<file path="config.mk">
export PLATFORM = sky130hd
export DESIGN_NAME = fifo_sync_flags
export DESIGN_NICKNAME = d
export VERILOG_FILES = /design/src/rtl/fifo_sync_flags.sv
export SDC_FILE = /design/constraint.sdc
export NUM_CORES = 1
export LEC_CHECK = 0
export ABC_AREA = 0
export ABC_CLOCK_PERIOD_IN_PS = 7700
export BUFFER_PORTS_ARGS = -buffer_cell sky130_fd_sc_hd__buf_2
export CAP_MARGIN = 20
export CORE_MARGIN = 8
export CORE_UTILIZATION = 50
export DETAILED_ROUTE_END_ITERATION = 8
export PLACE_DENSITY = 0.72
export SLEW_MARGIN = 20
export SYNTH_ARGS = -nofsm -noshare
export SYNTH_HDL_FRONTEND = slang
export SYNTH_SLANG_ARGS = --single-unit
</file>
<file path="constraint.sdc">
create_clock -name I_CLK -period 7.7 [get_ports I_CLK]
set_input_delay 0.77 -clock I_CLK [delete_from_list [all_inputs] [get_ports I_CLK]]
set_output_delay 0.77 -clock I_CLK [all_outputs]
set_load 0.03 [all_outputs]
</file>
<file path="src/rtl/fifo_sync_flags.sv">
// Purpose : single-clock FIFO with storage, full/empty, almost flags, count and sticky error flags.
// Latency : FWFT=0 read data valid 1 clk after accepted I_RD_EN; FWFT=1 head word visible 1 clk after write.
// Backpr. : writes refused while O_FULL (sets O_OVF), reads refused while O_EMPTY (sets O_UDF).
//
// Ports:
//   I_CLK, I_RST_N        clock and synchronous active-low reset
//   I_WR_EN, I_WR_DATA    write request and data
//   I_RD_EN               read request (pop/ack in FWFT mode)
//   O_RD_DATA, O_RD_VALID read data and its qualifier
//   O_FULL, O_EMPTY       occupancy extremes
//   O_ALMOST_FULL/EMPTY   count >= AF_LVL / count <= AE_LVL
//   O_COUNT               words stored, 0..2**AW
//   I_CLR_ERR             clears the sticky error flags
//   O_OVF, O_UDF          sticky overflow / underflow
module fifo_sync_flags #(
    parameter int DW     = 8,
    parameter int AW     = 4,
    parameter int AF_LVL = 12,
    parameter int AE_LVL = 4,
    parameter int FWFT   = 0
) (
    input  logic          I_CLK,
    input  logic          I_RST_N,
    input  logic          I_WR_EN,
    input  logic [DW-1:0] I_WR_DATA,
    input  logic          I_RD_EN,
    output logic [DW-1:0] O_RD_DATA,
    output logic          O_RD_VALID,
    output logic          O_FULL,
    output logic          O_EMPTY,
    output logic          O_ALMOST_FULL,
    output logic          O_ALMOST_EMPTY,
    output logic [AW:0]   O_COUNT,
    input  logic          I_CLR_ERR,
    output logic          O_OVF,
    output logic          O_UDF
);

    localparam int DEPTH = 1 << AW;

    if (AF_LVL < 1 || AF_LVL > DEPTH) begin : g_bad_af
        $error("fifo_sync_flags: AF_LVL out of range 1..2**AW");
    end
    if (AE_LVL < 0 || AE_LVL > DEPTH - 1) begin : g_bad_ae
        $error("fifo_sync_flags: AE_LVL out of range 0..2**AW-1");
    end

    localparam logic [AW:0] AF_C = (AW+1)'(AF_LVL);
    localparam logic [AW:0] AE_C = (AW+1)'(AE_LVL);

    logic [DW-1:0] mem [DEPTH];
    logic [AW:0]   wr_ptr;
    logic [AW:0]   rd_ptr;
    logic [AW:0]   count;
    logic          ovf;
    logic          udf;
    logic          full;
    logic          empty;
    logic          wr_acc;
    logic          rd_acc;

    // Wrap bit differs with equal low bits means a whole lap ahead.
    assign full   = (wr_ptr[AW] != rd_ptr[AW]) && (wr_ptr[AW-1:0] == rd_ptr[AW-1:0]);
    assign empty  = (wr_ptr == rd_ptr);
    // Gating uses registered flags only, so at full a rd+wr pops without pushing
    // and at empty a rd+wr pushes without popping.
    assign wr_acc = I_WR_EN && !full;
    assign rd_acc = I_RD_EN && !empty;

    // Storage has no reset; a write coinciding with reset is dropped.
    always_ff @(posedge I_CLK) begin
        if (I_RST_N && wr_acc) begin
            mem[wr_ptr[AW-1:0]] <= I_WR_DATA;
        end
    end

    always_ff @(posedge I_CLK) begin
        if (!I_RST_N) begin
            wr_ptr <= '0;
            rd_ptr <= '0;
            count  <= '0;
            ovf    <= 1'b0;
            udf    <= 1'b0;
        end else begin
            if (wr_acc) wr_ptr <= wr_ptr + 1'b1;
            if (rd_acc) rd_ptr <= rd_ptr + 1'b1;
            case ({wr_acc, rd_acc})
                2'b10:   count <= count + 1'b1;
                2'b01:   count <= count - 1'b1;
                default: count <= count;
            endcase
            // Set has priority over a same-cycle clear.
            ovf <= (I_WR_EN && full)  || (ovf && !I_CLR_ERR);
            udf <= (I_RD_EN && empty) || (udf && !I_CLR_ERR);
        end
    end

    if (FWFT != 0) begin : g_fwft
        assign O_RD_DATA  = mem[rd_ptr[AW-1:0]];
        assign O_RD_VALID = !empty;
    end else begin : g_std
        logic [DW-1:0] rd_data_q;
        logic          rd_valid_q;

        always_ff @(posedge I_CLK) begin
            if (!I_RST_N) begin
                rd_data_q  <= '0;
                rd_valid_q <= 1'b0;
            end else begin
                if (rd_acc) rd_data_q <= mem[rd_ptr[AW-1:0]];
                rd_valid_q <= rd_acc;
            end
        end

        assign O_RD_DATA  = rd_data_q;
        assign O_RD_VALID = rd_valid_q;
    end

    assign O_FULL         = full;
    assign O_EMPTY        = empty;
    assign O_ALMOST_FULL  = (count >= AF_C);
    assign O_ALMOST_EMPTY = (count <= AE_C);
    assign O_COUNT        = count;
    assign O_OVF          = ovf;
    assign O_UDF          = udf;

endmodule

</file>
==> Implementation_results.wiki, run 1 <==
{| class="wikitable"
! Metric !! Value
|-
| Post_cts resized || 0
|-
| CTS Sinks || 154
|-
| Maximum fanout encountered on the critical timing path || 23
|-
| Clock network fraction of design power || about two fifths
|-
| Sequential fraction of the synthesis area || about two thirds
|-
| Final period util || 49.5%
|-
| Die Outline Area || 16700 um2
|-
| Critical Path RT || roughly 8 ns
|-
| Total of fill cells in the finished design || 942
|-
| Slew at the pin closest to its max-slew limit || slightly above 1 ns
|-
| Top-level I/O count || 33
|-
| Cell count after synthesis || 395
|-
| Overall track demand over capacity in global routing || 16.3%
|-
| Final GP Congestion || slightly below 0.8
|-
| Clock Latency Late Sink || around 0.43 ns
|-
| Max-cap violations || 0
|-
| Port buffer count || 32
|-
| Dominant synthesized flop cell || sky130_fd_sc_hd__edfxtp_1
|-
| Max-slew headroom || 31.1%
|-
| CTS Buf Count || 17
|-
| Run status || finished clean
|-
| Internal power of the cells || 1.51 mW
|-
| Initial core utilization || 51.0%
|-
| Length of the first detailed-routing pass in iterations || 4
|-
| Hold WC Path Type || reg2reg
|-
| Total number of placement rows || between 40 and 50
|-
| Type of the worst setup path || reg2reg
|-
| Die Wd || around 130 um
|-
| Maximum number of pins on one net before global-route repair || 62
|-
| Power density normalized to cell area || between 200 and 300 nW/um2
|-
| Vias per Instance || 5.70
|-
| DRC marker count from the first detailed-route iteration || 289
|-
| Via count of the first global-routing pass || 3488
|-
| FFs w/ async S/R, synth || 0%
|-
| Switching part of the total || roughly a quarter
|-
| Final worst setup slack || 3.88 ns
|-
| Number of antenna diodes || 0
|-
| Static power due to leakage || between 2 and 2.5 nW
|-
| Final hold vios || 0
|-
| Proportion of layout cells with a drive suffix above 1 || approximately a quarter
|-
| Number of flops mapped to enable cells by yosys || between 100 and 150
|-
| Placeable core region || approximately 13000 um2
|-
| Area overhead of the layout relative to synthesis || 15.7%
|-
| Deepest clock path buffer count || 2
|-
| Remaining number of nets flagged by the antenna check after routing || 0
|-
| Deepest level of the CTS H-tree || 4
|-
| Clock tree from TritonCTS || built
|-
| Clock tree skew after final layout || 0.0112 ns
|-
| Max Fclk || approximately 0.26 GHz
|-
| Non-Filler Instances || around 620
|-
| Clk slew on worst S/H paths || 0.06 ns
|-
| Post-synthesis cell area || 6400 um2
|-
| Worst ir drop on vdd || about 0.22 mV
|-
| Pins Over Slew Limit || 0
|-
| Unrepaired setup endpoints after global routing || no
|-
| Part of the total power dissipated in sequential elements || 46.3%
|-
| Final net count || 460
|-
| CP Launch Type || flip-flop
|-
| GRT overflow || 0
|-
| Total Routed Length || 12500 um
|-
| Cts hold-fix bufs || 0
|-
| Wire length of the first global-routing pass || a little under 20000 um
|-
| DP Cell Count || 590
|-
| Yosys warning count || 0
|-
| Syn Nets || roughly 420
|-
| Arrival time at the worst endpoint || 4.18 ns
|-
| Detailed Place HPWL || 7840 um
|-
| FF-to-FF setup slack || 3.88 ns
|-
| Pre-CTS setup slack || approximately 3.9 ns
|-
| Minimum period implied by the final worst setup slack || 3.82 ns
|-
| Average wire length per cell after detail routing || ~20 um
|-
| Mapped Avg Cell Area || about 16 um2
|-
| Logic pwr share || 12.6%
|-
| Total via count after detailed routing || ~3500
|-
| Endpoints failing setup || 0
|-
| Setup_tns || 0 ns
|-
| DRC violation count after routing || 0
|-
| Die height || approximately 130 um
|-
| Setup crit end kind || flip-flop
|-
| Number of post-CTS setup repair buffers || 0
|-
| Unique masters post-synth || 42
|-
| Number of antenna violations at the first check in global routing || 0
|-
| Power dissipated by switching net loads || between 500 and 600 uW
|-
| Clock Tree Root || sky130_fd_sc_hd__clkbuf_16
|-
| Synth Register Bits || 154
|}
layout make-up:
type / count / area, um2 / area share (%)
clock buffer: 17 / 425 / 5.74
tap: 172 / 215 / 2.91
multi-input combinational: 211 / 1910 / 25.8
inverter: 4 / 15.0 / 0.203
sequential: 154 / 4370 / 58.9
timing repair buffer: 49 / 288 / 3.89
clock inverter: 15 / 183 / 2.47
Yosys cell counts (2+ instances only):
cell type / n / area, um2
sky130_fd_sc_hd__clkbuf_1: 12 / 45.0
sky130_fd_sc_hd__a21boi_0: 4 / 30.0
sky130_fd_sc_hd__nor2_1: 2 / 7.51
sky130_fd_sc_hd__a211oi_1: 16 / 120
sky130_fd_sc_hd__nand3_1: 3 / 15.0
sky130_fd_sc_hd__nor3_1: 13 / 65.1
sky130_fd_sc_hd__mux2_2: 8 / 90.1
sky130_fd_sc_hd__dfxtp_1: 26 / 521
sky130_fd_sc_hd__a21oi_1: 5 / 25.0
sky130_fd_sc_hd__nor4b_1: 4 / 35.0
sky130_fd_sc_hd__o211ai_1: 2 / 15.0
sky130_fd_sc_hd__nor2b_1: 23 / 144
sky130_fd_sc_hd__a31oi_1: 8 / 50.1
sky130_fd_sc_hd__buf_4: 2 / 15.0
sky130_fd_sc_hd__nand2b_1: 3 / 18.8
sky130_fd_sc_hd__mux2i_1: 3 / 30.0
sky130_fd_sc_hd__xnor2_1: 10 / 87.6
sky130_fd_sc_hd__nand2_1: 20 / 75.1
sky130_fd_sc_hd__inv_1: 3 / 11.3
sky130_fd_sc_hd__ha_1: 9 / 113
sky130_fd_sc_hd__nor4_1: 8 / 50.1
sky130_fd_sc_hd__o21ai_0: 21 / 105
sky130_fd_sc_hd__mux4_2: 8 / 180
sky130_fd_sc_hd__edfxtp_1: 128 / 3840
sky130_fd_sc_hd__mux4_1: 16 / 420
sky130_fd_sc_hd__xor2_1: 3 / 26.3
sky130_fd_sc_hd__and2_1: 7 / 43.8
sky130_fd_sc_hd__or3_1: 3 / 18.8
sky130_fd_sc_hd__o21ai_2: 2 / 17.5
sky130_fd_sc_hd__a21o_1: 3 / 22.5
sky130_fd_sc_hd__buf_2: 9 / 45.0
power by group through the flow:
stage / Clock (mW) / Combinational, mW / Sequential, mW
6_report: 0.845 / 0.259 / 0.951
2_1_floorplan: 0 / 0.153 / 1.00
3_3_place_gp: 0 / 0.254 / 0.966
4_1_cts: 0.855 / 0.261 / 0.950
3_5_place_dp: 0 / 0.260 / 0.968
5_1_grt: 0.895 / 0.282 / 0.954
cells in the final DEF (no fill, tap or decap), types with 9 or more instances in the layout:
cell,instances
sky130_fd_sc_hd__a211oi_1,16
sky130_fd_sc_hd__buf_2,32
sky130_fd_sc_hd__buf_4,17
sky130_fd_sc_hd__clkbuf_16,17
sky130_fd_sc_hd__dfxtp_1,25
sky130_fd_sc_hd__edfxtp_1,128
sky130_fd_sc_hd__ha_1,9
sky130_fd_sc_hd__mux4_1,16
sky130_fd_sc_hd__nand2_1,20
sky130_fd_sc_hd__nor2b_1,23
sky130_fd_sc_hd__nor3_1,13
sky130_fd_sc_hd__o21ai_0,21
sky130_fd_sc_hd__xnor2_1,10
through the flow:
stage / hold WS (ns) / instance area, um2 / power (mW) / utilization [%]
2_1_floorplan: 0.501 / 6400 / 1.15 / -
3_3_place_gp: 0.507 / 6780 / 1.22 / 53.9
3_5_place_dp: 0.530 / 6790 / 1.23 / 54.0
4_1_cts: 0.538 / 7400 / 2.07 / 58.9
5_1_grt: 0.577 / 7410 / 2.13 / 58.9
6_report: 0.536 / 7410 / 2.05 / 58.9
cell families (layout without fill, tap and decap cells):
| kind of cell | count (synthesis) | count (layout) | share of synthesized area [%] |
|---|---|---|---|
| mux | 35 | 35 | 11.3 |
| compound gates | 63 | 63 | 6.25 |
| xor+xnor | 14 | 14 | 2.03 |
| simple gates | 89 | 89 | 7.82 |
| flops | 154 | 154 | 68.2 |
| buf+inv | 30 | 85 | 2.42 |
| fa+ha+maj | 10 | 10 | 2.07 |
state kept, by name, summed over array words and instances, names as in the netlist:
name        flops
O_COUNT         5
O_OVF           1
O_RD_DATA       8
O_RD_VALID      1
O_UDF           1
mem           128
rd_ptr          5
wr_ptr          5
worst paths after layout:
kind                              endpoint  cells past startpoint       start
worst max-delay path            O_COUNT[4]                     10   rd_ptr[3]
worst min-delay path            O_COUNT[4]                      2  O_COUNT[4]
worst max register to register  O_COUNT[4]                     10   rd_ptr[3]
worst min register to register  O_COUNT[4]                      2  O_COUNT[4]
worst max-delay path: stages (launching register included):
cell and delay (ns):
sky130_fd_sc_hd__dfxtp_1 0.84, sky130_fd_sc_hd__xnor2_1 0.22, sky130_fd_sc_hd__nand4_2 0.20, sky130_fd_sc_hd__o21ai_2 0.84, sky130_fd_sc_hd__ha_1 0.43, sky130_fd_sc_hd__ha_1 0.31
sky130_fd_sc_hd__a21o_1 0.17, sky130_fd_sc_hd__a21oi_1 0.17, sky130_fd_sc_hd__xor2_1 0.10, sky130_fd_sc_hd__or3_1 0.30, sky130_fd_sc_hd__a21boi_0 0.16
layer usage:
layer	up-vias	wire, um	global-route usage [%]
met4	0	291	7.74
li1	1646	-	-
met3	24	828	4.64
met1	1755	5400	20.3
met5	-	0	0
met2	119	5950	25.6
Note: power is estimated with default switching activity, not from simulation.
==> run 2: changes to the inputs <==
--- a/config.mk
+++ b/config.mk
@@ -5,8 +5,8 @@
 export SDC_FILE = /design/constraint.sdc
 export NUM_CORES = 1
 export LEC_CHECK = 0
-export ABC_AREA = 0
-export ABC_CLOCK_PERIOD_IN_PS = 7700
+export ABC_AREA = 1
+export ABC_CLOCK_PERIOD_IN_PS = 3900
 export BUFFER_PORTS_ARGS = -buffer_cell sky130_fd_sc_hd__buf_2
 export CAP_MARGIN = 20
 export CORE_MARGIN = 8
==> constraint.sdc (replaced) <==
create_clock -name I_CLK -period 3.9 [get_ports I_CLK]
set_input_delay 0.39 -clock I_CLK [delete_from_list [all_inputs] [get_ports I_CLK]]
set_output_delay 0.39 -clock I_CLK [all_outputs]
set_load 0.03 [all_outputs]
==> Implementation_results.wiki, run 2 <==
{| class="wikitable"
! Metric !! Value
|-
| Setup crit end kind || flip-flop (unchanged)
|-
| Deepest level of the CTS H-tree || 4 (unchanged)
|-
| Wire length of the first global-routing pass || 23600 um (was 19700 um)
|-
| CTS Sinks || 154 (unchanged)
|-
| Sequential fraction of the synthesis area || 64.2% (was 68.2%)
|-
| Final net count || 751 (was 460)
|-
| Length of the first detailed-routing pass in iterations || 5 (was 4)
|-
| Placeable core region || 13200 um2 (was 12600 um2)
|-
| Vias per Instance || 5.13 (was 5.70)
|-
| Clock tree from TritonCTS || built (unchanged)
|-
| Type of the worst setup path || reg2reg (unchanged)
|-
| DRC violation count after routing || 0 (unchanged)
|-
| Max Fclk || 0.316 GHz (was 0.262 GHz)
|-
| Proportion of layout cells with a drive suffix above 1 || 9.85% (was 23.3%)
|-
| Post-synthesis cell area || 6800 um2 (was 6400 um2)
|-
| Post_cts resized || 0 (unchanged)
|-
| Post-synth top area share || 56.5% (was 60.0%)
|-
| Wl on met1 || 6310 um (was 5400 um)
|-
| Synth cell count leaders || 156 x sky130_fd_sc_hd__nand2_1, 128 x sky130_fd_sc_hd__edfxtp_1, 105 x sky130_fd_sc_hd__nor2_1 (was 128 x sky130_fd_sc_hd__edfxtp_1, 26 x sky130_fd_sc_hd__dfxtp_1, 23 x sky130_fd_sc_hd__nor2b_1)
|-
| Port buffer count || 32 (unchanged)
|-
| Number of antenna violations at the first check in global routing || 0 (unchanged)
|-
| Hold WC Path Type || in2reg (was reg2reg)
|-
| Clock Tree Root || sky130_fd_sc_hd__clkbuf_16 (unchanged)
|-
| Deepest clock path buffer count || 2 (unchanged)
|-
| Syn Nets || 725 (was 418)
|-
| Die height || 133 um (was 129 um)
|-
| Synth Register Bits || 154 (unchanged)
|-
| Synth area leader || sky130_fd_sc_hd__edfxtp_1 (unchanged)
|-
| Static power due to leakage || 3.23 nW (was 2.48 nW)
|-
| Unique masters post-synth || 27 (was 42)
|-
| Met2 routed WL || 7060 um (was 5950 um)
|-
| Arrival time at the worst endpoint || 3.50 ns (was 4.18 ns)
|-
| Average wire length per cell after detail routing || 16.0 um (was 20.0 um)
|-
| Pins Over Slew Limit || 0 (unchanged)
|-
| CTS Buf Count || 17 (unchanged)
|-
| Maximum number of pins on one net before global-route repair || 66 (was 62)
|-
| Leading cell type in the layout, fill and taps excluded || sky130_fd_sc_hd__nand2_1 (was sky130_fd_sc_hd__edfxtp_1)
|-
| Run status || finished clean (unchanged)
|-
| Detailed Place HPWL || 9520 um (was 7840 um)
|-
| Initial core utilization || 51.3% (was 51.0%)
|-
| Endpoints failing setup || 0 (unchanged)
|-
| Mapped Avg Cell Area || 9.69 um2 (was 16.2 um2)
|-
| Cell types with the largest area share after synthesis || sky130_fd_sc_hd__edfxtp_1 57%, sky130_fd_sc_hd__nand2_1 8.6%, sky130_fd_sc_hd__dfxtp_1 7.7% (was sky130_fd_sc_hd__edfxtp_1 60%, sky130_fd_sc_hd__dfxtp_1 8.1%, sky130_fd_sc_hd__mux4_1 6.6%)
|-
| Cell with the most instances after synthesis || sky130_fd_sc_hd__nand2_1 (was sky130_fd_sc_hd__edfxtp_1)
|-
| Clock Latency Late Sink || 0.42 ns (was 0.43 ns)
|-
| Worst ir drop on vdd || 0.311 mV (was 0.215 mV)
|-
| Met3 Routed Length || 1030 um (was 828 um)
|-
| Power density normalized to cell area || 518 nW/um2 (was 277 nW/um2)
|-
| Area overhead of the layout relative to synthesis || 11.8% (was 15.7%)
|-
| Critical Path RT || 4.24 ns (was 8.06 ns)
|-
| Setup_tns || 0 ns (unchanged)
|-
| Clk slew on worst S/H paths || 0.06 ns (about the same)
|-
| Final period util || 81.2% (was 49.5%)
|-
| Die Outline Area || 17600 um2 (was 16700 um2)
|-
| Slew at the pin closest to its max-slew limit || 0.777 ns (was 1.03 ns)
|-
| Total number of placement rows || 42 (was 41)
|-
| Remaining number of nets flagged by the antenna check after routing || 0 (unchanged)
|-
| DRC marker count from the first detailed-route iteration || 426 (was 289)
|-
| Max-cap violations || 0 (unchanged)
|-
| Total power draw || 3.94 mW (was 2.05 mW)
|-
| Top-level I/O count || 33 (unchanged)
|-
| Final hold vios || 0 (unchanged)
|-
| Minimum period implied by the final worst setup slack || 3.17 ns (was 3.82 ns)
|-
| Die Wd || 133 um (was 129 um)
|-
| Clock tree skew after final layout || 0.00625 ns (was 0.0112 ns)
|-
| Max Used Layer || met4 (unchanged)
|-
| Final GP Congestion || 0.908 (was 0.781)
|-
| GRT overflow || 0 (unchanged)
|-
| Cell count after synthesis || 702 (was 395)
|-
| Total via count after detailed routing || 4706 (was 3544)
|-
| Cts hold-fix bufs || 0 (unchanged)
|-
| Number of post-CTS setup repair buffers || 0 (unchanged)
|-
| Commonest cells after routing, fill and taps aside || 156 x sky130_fd_sc_hd__nand2_1, 128 x sky130_fd_sc_hd__edfxtp_1, 105 x sky130_fd_sc_hd__nor2_1 (was 128 x sky130_fd_sc_hd__edfxtp_1, 32 x sky130_fd_sc_hd__buf_2, 25 x sky130_fd_sc_hd__dfxtp_1)
|-
| Flip-flop count of the largest register, all copies and words added || 128 (unchanged)
|-
| Max-slew headroom || 48.0% (was 31.1%)
|-
| Number of antenna diodes || 0 (unchanged)
|-
| Yosys warning count || 0 (unchanged)
|-
| Via count of the first global-routing pass || 4581 (was 3488)
|-
| Total Routed Length || 14600 um (was 12500 um)
|-
| FFs w/ async S/R, synth || 0% (unchanged)
|-
| CP Launch Type || flip-flop (unchanged)
|-
| Unrepaired setup endpoints after global routing || no (unchanged)
|-
| Dominant synthesized flop cell || sky130_fd_sc_hd__edfxtp_1 (unchanged)
|-
| Maximum fanout encountered on the critical timing path || 23 (unchanged)
|-
| Number of flops mapped to enable cells by yosys || 128 (unchanged)
|-
| Overall track demand over capacity in global routing || 17.3% (was 16.3%)
|}
[run 2: logic make-up (layout without fill, tap and decap cells)]
logic type | Yosys count | after routing | synth area share, %
xor gates and xnor gates | 12 | 12 | 1.55
and+or+nand+nor | 335 | 335 | 20.2
adders and majority gates | 10 | 10 | 1.95
buffers and inverters | 131 | 170 | 7.69
AOI/OAI and AO/OA | 60 | 60 | 4.47
DFF | 154 | 154 | 64.2
[run 2: final timing paths]
kind         slack [ns]  cells after the start          to       from
max                0.73                     15  O_COUNT[4]  rd_ptr[2]
min                0.23                      4       O_UDF  I_CLR_ERR
max reg2reg        0.73                     15  O_COUNT[4]  rd_ptr[2]
min reg2reg        0.46                      2       O_UDF      O_UDF
[run 2: per-layer routing]
layer,up-vias,GRT usage [%]
li1,2318,-
met1,2204,21.3
met2,161,28.3
met3,23,5.11
met4,0,6.56
met5,-,0
[run 2: cell type report]
class,instances,area [um2]
Tap cell,176,220
Multi-Input combinational cell,417,1910
Sequential cell,154,4370
Inverter,102,383
Timing Repair Buffer,36,190
Clock inverter,10,78.8
Fill cell,1128,5640
Clock buffer,22,454
[run 2: where the power goes]
| part | switching (mW) | total (mW) | leakage [nW] | internal (mW) |
|---|---|---|---|---|
| combinational | 0.409 | 0.581 | 1.60 | 0.171 |
| clock | 0.600 | 1.48 | 0.261 | 0.883 |
| sequential | 0.0545 | 1.88 | 1.37 | 1.82 |
| total | 1.06 | 3.94 | 3.23 | 2.88 |
[run 2: critical path, stage by stage, from the launching register on]
cell	delay, ns
sky130_fd_sc_hd__dfxtp_1	0.63
sky130_fd_sc_hd__inv_2	0.18
sky130_fd_sc_hd__nand2_1	0.10
sky130_fd_sc_hd__nand2_1	0.06
sky130_fd_sc_hd__nor2_1	0.21
sky130_fd_sc_hd__nand3_2	0.18
sky130_fd_sc_hd__nand2_4	0.26
sky130_fd_sc_hd__inv_1	0.12
sky130_fd_sc_hd__ha_1	0.29
sky130_fd_sc_hd__fa_1	0.44
sky130_fd_sc_hd__nand2_1	0.09
sky130_fd_sc_hd__nand2_1	0.05
sky130_fd_sc_hd__a21oi_1	0.14
sky130_fd_sc_hd__xor2_1	0.16
sky130_fd_sc_hd__nand2_1	0.06
sky130_fd_sc_hd__a21oi_1	0.12
[run 2: through the flow]
stage	std cells	hold slack [ns]	util [%]	setup slack [ns]	area, um2
4_1_cts	917	0.222	57.4	0.728	7600
3_5_place_dp	885	0.458	53.4	0.764	7070
6_report	917	0.233	57.4	0.735	7600
3_3_place_gp	885	0.449	53.4	0.869	7070
5_1_grt	917	0.227	57.4	0.441	7600
2_1_floorplan	702	0.465	-	1.51	6800
